[config.mk]
export PLATFORM = sky130hd
export DESIGN_NAME = pid_channel_scheduler
export DESIGN_NICKNAME = d
export VERILOG_FILES = /design/src/rtl/pid_sched_pkg.sv /design/src/rtl/pid_tick_gen.sv /design/src/rtl/pid_channel_scheduler.sv
export SDC_FILE = /design/constraint.sdc
export NUM_CORES = 1
export LEC_CHECK = 0
export CAP_MARGIN = 20
export CORE_ASPECT_RATIO = 1.1
export CORE_MARGIN = 4
export CORE_UTILIZATION = 48
export DETAILED_ROUTE_END_ITERATION = 16
export HOLD_SLACK_MARGIN = 0.15
export PLACE_DENSITY = 0.77
export SLEW_MARGIN = 20
export SYNTH_ARGS = -nofsm -noshare
export SYNTH_HDL_FRONTEND = slang
export SYNTH_SLANG_ARGS = --single-unit
[constraint.sdc]
create_clock -name clk -period 7 [get_ports clk]
set_clock_uncertainty 0.2 [all_clocks]
set_input_delay 0.7 -clock clk [delete_from_list [all_inputs] [get_ports clk]]
set_output_delay 0.7 -clock clk [all_outputs]
set_load 0.01 [all_outputs]
[src/rtl/pid_sched_pkg.sv]
// Shared types for the PID channel scheduler: sweep FSM states and width helpers.
// Pure declarations, no logic.
package pid_sched_pkg;

    typedef enum logic [1:0] {
        IDLE  = 2'd0,
        ISSUE = 2'd1,
        WAIT  = 2'd2,
        WRITE = 2'd3
    } sched_state_t;

    localparam int DEF_NCH = 4;
    localparam int DEF_DW  = 8;
    localparam int DEF_AW  = 16;
    localparam int DEF_DIV = 1000;

    // Channel index width, never narrower than one bit.
    function automatic int ch_idx_w(input int n);
        return (n <= 2) ? 1 : $clog2(n);
    endfunction

endpackage

[src/rtl/pid_tick_gen.sv]
// Sample-rate tick: counts 0..DIV-1 while enabled, held at 0 when disabled.
// Latency: tick is combinational from the count; no backpressure.
module pid_tick_gen #(
    parameter int DIV = 1000
) (
    input  logic clk,
    input  logic rst,
    input  logic enable,
    output logic tick
);
    localparam int TW = (DIV <= 2) ? 1 : $clog2(DIV);
    localparam logic [TW-1:0] LAST = TW'(DIV - 1);

    logic [TW-1:0] cnt;

    always_ff @(posedge clk or posedge rst) begin
        if (rst) begin
            cnt <= '0;
        end else if (!enable || cnt == LAST) begin
            cnt <= '0;
        end else begin
            cnt <= cnt + TW'(1);
        end
    end

    assign tick = enable && (cnt == LAST);

endmodule

[src/rtl/pid_channel_scheduler.sv]
// Sweeps one shared PID engine over NCH channels per tick; 1 cycle tick->eng_valid, 3 cycles/channel.
// Backpressure: request held stable until eng_ready; waits indefinitely for res_valid.
module pid_channel_scheduler
    import pid_sched_pkg::*;
#(
    parameter int NCH = DEF_NCH,
    parameter int DW  = DEF_DW,
    parameter int AW  = DEF_AW,
    parameter int DIV = DEF_DIV
) (
    input  logic                     clk,
    input  logic                     rst,
    input  logic                     enable,
    input  logic [NCH-1:0]           clear_ch,
    input  logic [NCH*DW-1:0]        setpoint_in,
    input  logic [NCH*DW-1:0]        feedback_in,
    output logic                     eng_valid,
    input  logic                     eng_ready,
    output logic [ch_idx_w(NCH)-1:0] eng_ch,
    output logic signed [DW:0]       eng_error,
    output logic signed [DW:0]       eng_prev_err,
    output logic signed [AW-1:0]     eng_integ,
    input  logic                     res_valid,
    input  logic signed [AW-1:0]     res_integ,
    input  logic [DW-1:0]            res_ctrl,
    output logic [NCH*DW-1:0]        control_out,
    output logic [NCH-1:0]           ctrl_update,
    output logic                     busy,
    output logic                     overrun
);
    localparam int CW = ch_idx_w(NCH);
    localparam logic [CW-1:0] LAST_CH = CW'(NCH - 1);

    sched_state_t         state, state_nxt;
    logic [CW-1:0]        ch, load_ch;
    logic                 load_req;
    logic                 tick;
    logic [DW-1:0]        sp_sel, fb_sel;
    logic signed [AW-1:0] integ_q [NCH];
    logic signed [DW:0]   prev_q  [NCH];
    logic signed [AW-1:0] res_integ_q;
    logic [DW-1:0]        res_ctrl_q;

    pid_tick_gen #(
        .DIV    (DIV)
    ) u_tick (
        .clk    (clk),
        .rst    (rst),
        .enable (enable),
        .tick   (tick)
    );

    always_comb begin
        state_nxt = state;
        load_req  = 1'b0;
        load_ch   = ch;
        case (state)
            IDLE: begin
                if (tick && enable) begin
                    state_nxt = ISSUE;
                    load_req  = 1'b1;
                    load_ch   = '0;
                end
            end
            ISSUE: begin
                if (eng_ready) state_nxt = WAIT;
            end
            WAIT: begin
                if (res_valid) state_nxt = WRITE;
            end
            WRITE: begin
                // Enable is only honoured here, so a started channel always completes.
                if (ch == LAST_CH || !enable) begin
                    state_nxt = IDLE;
                end else begin
                    state_nxt = ISSUE;
                    load_req  = 1'b1;
                    load_ch   = ch + CW'(1);
                end
            end
            default: state_nxt = IDLE;
        endcase
    end

    assign sp_sel    = setpoint_in[load_ch*DW +: DW];
    assign fb_sel    = feedback_in[load_ch*DW +: DW];
    assign eng_valid = (state == ISSUE);
    assign busy      = (state != IDLE);

    always_ff @(posedge clk or posedge rst) begin
        if (rst) begin
            state        <= IDLE;
            ch           <= '0;
            eng_ch       <= '0;
            eng_error    <= '0;
            eng_prev_err <= '0;
            eng_integ    <= '0;
            res_integ_q  <= '0;
            res_ctrl_q   <= '0;
            overrun      <= 1'b0;
        end else begin
            state <= state_nxt;
            if (load_req) begin
                ch           <= load_ch;
                eng_ch       <= load_ch;
                eng_error    <= {1'b0, sp_sel} - {1'b0, fb_sel};
                eng_prev_err <= prev_q[load_ch];
                eng_integ    <= integ_q[load_ch];
            end
            if (state == WAIT && res_valid) begin
                res_integ_q <= res_integ;
                res_ctrl_q  <= res_ctrl;
            end
            if (tick && state != IDLE) overrun <= 1'b1;
        end
    end

    // Per-channel state file; a clear beats a same-cycle write-back.
    always_ff @(posedge clk or posedge rst) begin
        if (rst) begin
            for (int i = 0; i < NCH; i++) begin
                integ_q[i] <= '0;
                prev_q[i]  <= '0;
            end
            control_out <= '0;
            ctrl_update <= '0;
        end else begin
            ctrl_update <= '0;
            if (state == WRITE) begin
                control_out[ch*DW +: DW] <= res_ctrl_q;
                ctrl_update[ch]          <= 1'b1;
            end
            for (int i = 0; i < NCH; i++) begin
                if (clear_ch[i]) begin
                    integ_q[i] <= '0;
                    prev_q[i]  <= '0;
                end else if (state == WRITE && ch == CW'(i)) begin
                    integ_q[i] <= res_integ_q;
                    prev_q[i]  <= eng_error;
                end
            end
        end
    end

endmodule

# == Yosys cells after proc, flatten, opt, wreduce, memory -nomap -nowiden ==
# Index checks and enable logic that the tools add are counted.
# word_totals
ff_bits,209
in_bits,97
out_inout_bits,75
word_cells,99
# classes
addsub,4
n_lt_le_gt_ge,3
n_eq_ne,10
n_shift,4
n_mux,38
bitwise_logic,1
n_reduce_logical,20
# ops
operator,n
$mux 16,10
$mux 9,10
$shiftx 32x6->8,2
$neg 5->34,1
$shift 8x34->32 const A,1
$shiftx 8x34->32,1
$bmux 16 s2,1
$bwmux 32,1
$bmux 9 s2,1
$add 10x1->10 const B,1
$eq 10x10->1 const B,1
$mux 10,1
$mux 2,5
$reduce_bool 2->1,5
$logic_and 1x1->1,9
$sub 8x8->9,1
$eq 2x2->1 const B,4
$pmux 2 s4,1
$eq 2x1->1 const B,2
$logic_not 2->1,2
$mux 1,4
$mux 4,1
$ne 2x2->1 const B,2
$pmux 2 s2,1
11 further kinds,12

# == Longest topological paths before layout ==
# Gate-level depths: netlist of the first run.
# logic_depth
ltp_word,9
ltp_mapped,20
ltp_nobuf,17

# == Modules after synthesis ==
# From an unflattened synthesis of the first run, not the netlist that was laid out.
# unflattened
cells_unflattened,979
area_unflattened_um2,9913.3
# by_module_without_submodules
module,n_inst,cells_each,area_each_um2,seq_area_each_um2
pid_channel_scheduler,1,924,9379.0,4979.8
pid_tick_gen,1,55,534.3,250.2

# == Least setup slack after synthesis of the first run ==
# OpenSTA, ideal clock, no wires.
# synth_path
path_kind,register to register
from,register state[0]
to,register eng_error[8]
setup_time_ns,0.095
t_arrival_ns,3.567
t_required_ns,6.705
slack_ns,3.138
stages_incl_launch_ff,20
n_path_buf,3
synth_period_minus_slack_ns,3.862
cell_sequence,dfrtp_1 -> inv_1 -> ha_1 -> buf_2 -> nor4b_2 -> a221oi_2 -> o21ai_2 -> buf_6 -> buf_8 -> mux2_1 -> o21ai_1 -> ha_1 -> inv_1 -> fa_1 -> a21o_1 -> a21oi_1 -> nand2b_1 -> a21oi_1 -> o21a_1 -> o31ai_1
# synth_via
elab_chain_len,4
word_cells_on_any_way,7
cone_classes,add/sub: 1; eq/ne: 1; shift: 2; mux: 2; reduce/logical: 1
# synth_lines
item,line_no,source
start: declaration,pid_channel_scheduler.sv:34,"sched_state_t state, state_nxt;"
start signal: assignment,pid_channel_scheduler.sv:102,state <= state_nxt;
$eq 2x2->1 or $logic_not 2->1 (tied branches),pid_channel_scheduler.sv:57,case (state)
$pmux 2 s2,pid_channel_scheduler.sv:57,
$shiftx 32x6->8 (on tied branches),"pid_channel_scheduler.sv:85, pid_channel_scheduler.sv:86",
$sub 8x8->9,pid_channel_scheduler.sv:106,"eng_error <= {1'b0, sp_sel} - {1'b0, fb_sel};"
end signal: assignment,pid_channel_scheduler.sv:106,
end: declaration,pid_channel_scheduler.sv:20,"output logic signed [DW:0] eng_error,"
# Parallel ways exist; a longest one is shown, timed or not.
# A chain may end at the register's enable or synchronous reset.

# == Worst setup path in the final report of the first run ==
# layout_path
from,register ch[0]
to,register eng_error[8]
# layout_via
elab_chain_len,6
word_cells_on_any_way,11
cone_classes,add/sub: 2; eq/ne: 1; shift: 2; mux: 5; reduce/logical: 1
# layout_lines
item,line_no,source
start: declaration,pid_channel_scheduler.sv:35,"logic [CW-1:0] ch, load_ch;"
start signal: assignment,pid_channel_scheduler.sv:104,ch <= load_ch;
branches (longest 6 deep; another with $sub 8x8->9),n/a,
# Several ways; the timed one is not identified.

==> results.md, run 1 <==
* Outcome: finished clean
* H-tree levels at 1
* Final hold violations at 0
* Longest Clk Path Bufs at 3
* Ports at between 150 and 200
* Number of global-route vias before repair at 7,931
* Total grt overflow at 0
* Die W at 143.7 um
* Crit start category: flip-flop
* Most frequent cells in the layout: nand2_1 (229), dfrtp_1 (209), clkdlybuf4s50_1 (170), a21oi_1 (111), mux2i_1 (66)
* IR drop worst, VDD at 0.3341 mV
* Max-slew violations at 0
* Placed cell area at 0.01156 mm2
* Die area at around 0.023 mm2
* Via density at ~5.6
* CP Max Fanout at 33
* CP peak stage delay at 0.59 ns
* Worst Max-Slew Pin Slew at 1.072 ns
* Clk sinks at 209
* Clk slew on worst S/H paths at about 0.060 ns
* Fmax at 0.2362 GHz
* Hold_buf cts at 0
* Cell area after synthesis at 0.009723 mm2
* TritonCTS clock tree: done
* Ratio of cells with drive above 1 in the final layout at 0.08259
* Resized Gates After CTS at 0
* # diodes at 0
* Unrepaired setup endpoints after global routing: no
* Non-Filler Instances at 1,366
* Clock root buffer: clkbuf_16
* Met3 Use GR at 0.04345
* Cell at the slowest stage of the critical path: dfrtp_1
* # Post-CTS Setup Buffers at 0
* Total Power at 5.383 mW
* Register bit total from synthesis at 209
* DRC violations left at 0
* Number of CTS-inserted buffers at 22
* Crit path kind: flip-flop to flip-flop
* CP cell instances: inv_1 > ha_1 > inv_1 > nor3_1 > o21ai_0 > and2_2 > nor2_1 > a21oi_1 > ha_1 > inv_1 > fa_1 > a21o_1 > a21oi_1 > nand2b_1 > a21oi_1 > o21a_1 > o31ai_1
* Post-synth EDFFs at 0
* Detailed placement HPWL at 16,130 um
* Routed Wire Length at 26,230 um
* Max-Cap Viols at 0
* Initial DRC Count at 510
* Antenna violations before repair at 1
* Later-pin clock latency in the skew report at 0.49 ns
* Final period util at 0.6048
* Yosys synthesis warning count at 0
* Largest net degree at the start of global routing at 142
* Final Critical Period at about 4.2 ns
* Row Count at 54
* First-pass GRT wire length at 41,900 um
* Initial Utilization at 0.4895
* Sequential share of the synthesized area at 0.5379
* Post-synthesis cell count at roughly 950
* Cell Pwr Density at 436.1 mW/mm2
* Avg WL per Cell at 19.20 um
* P&R area growth vs syn at 26.95%
* CP Data Required Time at 7.20 ns
* M2 GR Usage at 0.4010
* Total vias in the final route at 7,663
* Post-synth top flop: dfrtp_1
* Core area at roughly 0.020 mm2
* P_leak at 5.258 nW
* Unique cell type count in the Yosys netlist at 50
* Crit. End Element: flip-flop
* Dpl cells at between 1,000 and 1,500
* TNS Setup at 0 ns
* Syn avg cell area at 10.29 um2
* Global-route usage over all layers at 0.2322
* Die Ht at 157.3 um
* Commonest non-fill, non-tap cell in the layout: nand2_1
* DRT Pass-1 Iters at 5
* # port buffers at 171
* Worst slew margin relative to its limit at 0.2807
* Routability Congestion at 0.8526
* Design area at around 0.012 mm2
* Busiest layer in global routing: met2
* Final Setup Violations at 0
* Hold Crit Class: flip-flop to flip-flop
* Mapped Nets at 1,062
* ANT nets after route at 0
* Asr flop ratio synth at 1.000
* Crit path DAT at 4.43 ns
* Nets@finish at around 1,200
* GR met1 Demand/Resource at 0.3029
-- layer usage --
| layer | part of all wire | wire [um] |
|---|---|---|
| met1 | 0.40 | 10610 |
| met2 | 0.49 | 12920 |
| met3 | 0.084 | 2196 |
| met4 | 0.019 | 493 |
| met5 | 0.00050 | 13 |
-- kinds of logic (layout without fill, tap and decap cells) --
| group | after synthesis | after routing | synth area share |
|---|---|---|---|
| AO/OA/AOI/OAI | 233 | 233 | 0.1472 |
| XOR/XNOR | 13 | 13 | 0.01171 |
| adder cells (fa/ha/maj) | 20 | 20 | 0.02651 |
| buffers and inverters | 72 | 241 | 0.03847 |
| flip-flops | 209 | 209 | 0.5379 |
| multiplexers | 107 | 107 | 0.1154 |
| AND/OR/NAND/NOR | 291 | 291 | 0.1228 |
-- power breakdown --
group	switching (mW)	internal [mW]	leakage (nW)
Combinational	1.20	1.14	2.05
Sequential	0.308	1.51	2.83
Clock	0.464	0.755	0.377
-- stage by stage --
stage                     worst slack, ns  hold slack, ns    util
final                               2.766          0.2761  0.6214
after global routing                2.157          0.2898  0.6214
after CTS                           2.241          0.2799  0.6202
after detailed placement            1.902          0.2658  0.5818
after global placement              1.999          0.2591  0.5818
after floorplan                    0.3908          0.2479       -
-- worst max-delay path, delay by kind of cell, from the launching register on --
family | cells | cell delay, ns
AND/OR/NAND/NOR | 4 | 0.86
adder cells (fa/ha/maj) | 3 | 0.95
buffers and inverters | 3 | 0.38
AO/OA/AOI/OAI | 7 | 1.16
flip-flops | 1 | 0.59
-- final cells by class --
type	count	area, um2
well taps	252	315.3
repair buffers	187	1847
inverters	14	60.06
clock buffers	33	653.1
clock inverters	7	110.1
flip-flops and latches	209	5230
fillers	1620	7521
multi-input cells	664	4128
-- worst paths after layout --
| path | slack, ns | end | depth (start not counted) | start |
|---|---|---|---|---|
| setup / recovery | 2.77 | eng_error[8]$_DFFE_PP0P_ | 17 | ch[0]$_DFFE_PP0P_ |
| hold / removal | 0.28 | overrun$_DFFE_PP0P_ | 1 | overrun$_DFFE_PP0P_ |
| setup reg to reg | 2.77 | eng_error[8]$_DFFE_PP0P_ | 17 | ch[0]$_DFFE_PP0P_ |
| hold reg to reg | 0.28 | overrun$_DFFE_PP0P_ | 1 | overrun$_DFFE_PP0P_ |
| max in group asynchronous | 4.57 | prev_q[33]$_DFFE_PP0P_ | 3 | rst |
| min in group asynchronous | 0.57 | control_out[4]$_DFFE_PP0P_ | 2 | rst |
-- synth_stat cells (all sizes together) (19+ instances only) --
| cell | n | area (um2) |
|---|---|---|
| a21oi | 111 | 555.5 |
| a22o | 32 | 280.3 |
| a2bb2oi | 25 | 219.0 |
| buf | 28 | 206.4 |
| clkbuf | 30 | 115.1 |
| dfrtp | 209 | 5230 |
| ha | 19 | 237.7 |
| mux2 | 41 | 461.7 |
| mux2i | 66 | 660.6 |
| nand2 | 230 | 865.8 |
| nor2 | 28 | 105.1 |
| o21ai | 50 | 254.0 |
-- registers in the layout, summed over array words and instances (netlist names) --
signal        flops
res_ctrl_q        8
eng_prev_err      9
prev_q           36
integ_q          64
ctrl_update       4
control_out      32
state             2
res_integ_q      16
ch                2
u_tick.cnt       10
overrun           1
eng_integ        16
eng_error         9
No activity file was read; power rests on OpenSTA's default activity.
==> run 2, diff against run 1 <==
==> constraint.sdc (replaced) <==
create_clock -name clk -period 3.8 [get_ports clk]
set_clock_uncertainty 0.2 [all_clocks]
set_input_delay 0.38 -clock clk [delete_from_list [all_inputs] [get_ports clk]]
set_output_delay 0.38 -clock clk [all_outputs]
set_load 0.01 [all_outputs]
==> results.md, run 2 (same netlist as run 1, synthesis figures left out) <==
* Max-Cap Viols at 0
* CP peak stage delay at 0.40 ns
* Routability Congestion at ~0.89
* Total grt overflow at 0
* Number of global-route vias before repair at just under 8,000
* Initial Utilization at 0.4895
* Later-pin clock latency in the skew report at 0.49 ns
* Detailed placement HPWL at 16,850 um
* Total Power at 10.55 mW
* Final Critical Period at around 3.6 ns
* Number of CTS-inserted buffers at 21
* Hold Crit Class: input port to flip-flop
* Hold_buf cts at 0
* Row Count at 54
* Ports at 172
* Largest registers: integ_q (64), prev_q (36), control_out (32)
* Crit. End Element: flip-flop
* Clk slew on worst S/H paths at 0.06 ns
* Avg WL per Cell at 18.70 um
* Final period util at 0.9581
* Die Ht at 157.3 um
* Die area at 0.02260 mm2
* Most frequent cells in the layout: nand2_1 (229), dfrtp_1 (207), clkdlybuf4s50_1 (169), a21oi_1 (108), mux2i_1 (65)
* Cell Pwr Density at 829.2 mW/mm2
* Fillers at about 1,600
* P_leak at 5.432 nW
* Worst Max-Slew Pin Slew at 0.9596 ns
* P&R area growth vs syn at 30.82%
* First-pass GRT wire length at 41,480 um
* Post-layout util at 0.6403
* Core area at 0.01986 mm2
* Largest register FFs at between 60 and 70
* Die W at 143.7 um
* # diodes at 0
* Antenna violations before repair at 0
* # port buffers at 171
* DRT Pass-1 Iters at 7
* IR drop worst, VDD at 0.6718 mV
* Commonest non-fill, non-tap cell in the layout: nand2_1
* Outcome: finished clean
* Fmax at roughly 0.27 GHz
* Nets@finish at 1,256
* Cell at the slowest stage of the critical path: dfrtp_1
* TNS Setup at 0 ns
* Comb pwr share at 0.497
* Crit path top cell by count: a21oi_1
* Final Hold Slack at 0.2280 ns
* CP Data Required Time at 4.00 ns
* Sequential fraction of design power at 0.316
* Global-route usage over all layers at 0.2287
* Clock root buffer: clkbuf_16
* Max-slew violations at 0
* Clk network pwr share at 0.187
* Unrepaired setup endpoints after global routing: yes
* Total vias in the final route at 7,876
* Cell Int Power at around 6.6 mW
* Final hold violations at 0
* Routed Wire Length at 26,280 um
* Crit path kind: flip-flop to flip-flop
* Clk sinks at roughly 210
* TritonCTS clock tree: done
* Longest Clk Path Bufs at 3
* Final Setup Violations at 0
* H-tree levels at 1
* Top reg by flops: integ_q
* Initial DRC Count at about 560
* Switching power total at 3.925 mW
* CP cell instances: inv_2 > ha_4 > nor4bb_4 > o21ai_2 > o21ai_4 > buf_12 > buf_4 > mux2_2 > nor2_1 > a21oi_1 > ha_1 > a21o_1 > a21oi_2 > nand2b_4 > a21oi_1 > o21a_1 > o31ai_2
* Switching share of power at 0.3721
* ANT nets after route at 0
* CP Max Fanout at 6
* Largest net degree at the start of global routing at 163
* Largest delay share family, worst path: compound AO/OA/AOI/OAI gates
* DRC violations left at 0
* WP buf/inv at 3
* Via density at 5.606
* Worst slew margin relative to its limit at 0.3603
* Crit path DAT at 3.84 ns
* Ratio of cells with drive above 1 in the final layout at 0.1370
* Crit start category: flip-flop
==> run 2: per-stage QoR <==
step	cell area, um2	setup WS (ns)	cells
3_3_place_gp	11860	-0.07662	1361
5_1_grt	12720	-0.05202	1405
6_report	12720	0.1593	1405
2_1_floorplan	9746	0.05180	945
3_5_place_dp	11870	-0.2009	1361
4_1_cts	12590	-0.01087	1402
==> run 2: final cells by class <==
| type | count | area, um2 | share of cell area |
|---|---|---|---|
| clock buffers | 31 | 623.1 | 0.04899 |
| clock inverters | 6 | 38.79 | 0.003049 |
| inverters | 14 | 56.30 | 0.004427 |
| multi-input cells | 664 | 4268 | 0.3355 |
| flip-flops and latches | 209 | 5233 | 0.4114 |
| well taps | 252 | 315.3 | 0.02479 |
| repair buffers | 229 | 2186 | 0.1718 |
==> run 2: metal layers <==
| metal | vias up | part of all wire | GRT usage |
|---|---|---|---|
| li1 | 3662 | - | - |
| met5 | - | 0 | 0 |
| met1 | 3863 | 0.41 | 0.3039 |
| met3 | 45 | 0.085 | 0.04163 |
| met2 | 306 | 0.48 | 0.3829 |
| met4 | 0 | 0.025 | 0.07220 |
==> run 2: path summary, 6_finish.rpt <==
path	start	end	slack, ns	cells past startpoint
max in group asynchronous	rst	prev_q[1]$_DFFE_PP0P_	2.46	3
max	state[0]$_DFFE_PP0P_	eng_error[8]$_DFFE_PP0P_	0.16	17
min	clear_ch[2]	integ_q[29]$_DFFE_PP0P_	0.23	2
min in group asynchronous	rst	overrun$_DFFE_PP0P_	0.27	3
max reg2reg	state[0]$_DFFE_PP0P_	eng_error[8]$_DFFE_PP0P_	0.16	17
min reg2reg	overrun$_DFFE_PP0P_	overrun$_DFFE_PP0P_	0.28	1
==> run 2: power by group through the flow <==
stage                     logic, mW  registers, mW  clock network [mW]
after global routing           5.67           3.41                2.11
after detailed placement       4.86           3.36                   0
after global placement         4.75           3.35                   0
after floorplan                3.00           3.31                   0
final                          5.24           3.33                1.98
after CTS                      5.01           3.32                2.02
==> run 2: worst reg2reg max path, delay by kind of cell, from the launching register on <==
kind / cells / cell delay [ns]
mux: 1 / 0.33
fa+ha+maj: 2 / 0.57
compound gates: 8 / 1.13
buf+inv: 3 / 0.40
simple gates: 3 / 0.52
flops: 1 / 0.40
==> run 2: what timing repair did <==
item | 4_1_cts | 5_1_grt
hold endpoints to repair | 0 | 0
pin swaps | 3 | 12
resized for setup | 4 | 29
setup endpoints to repair | 3 | 6
setup buffers | 4 | 3
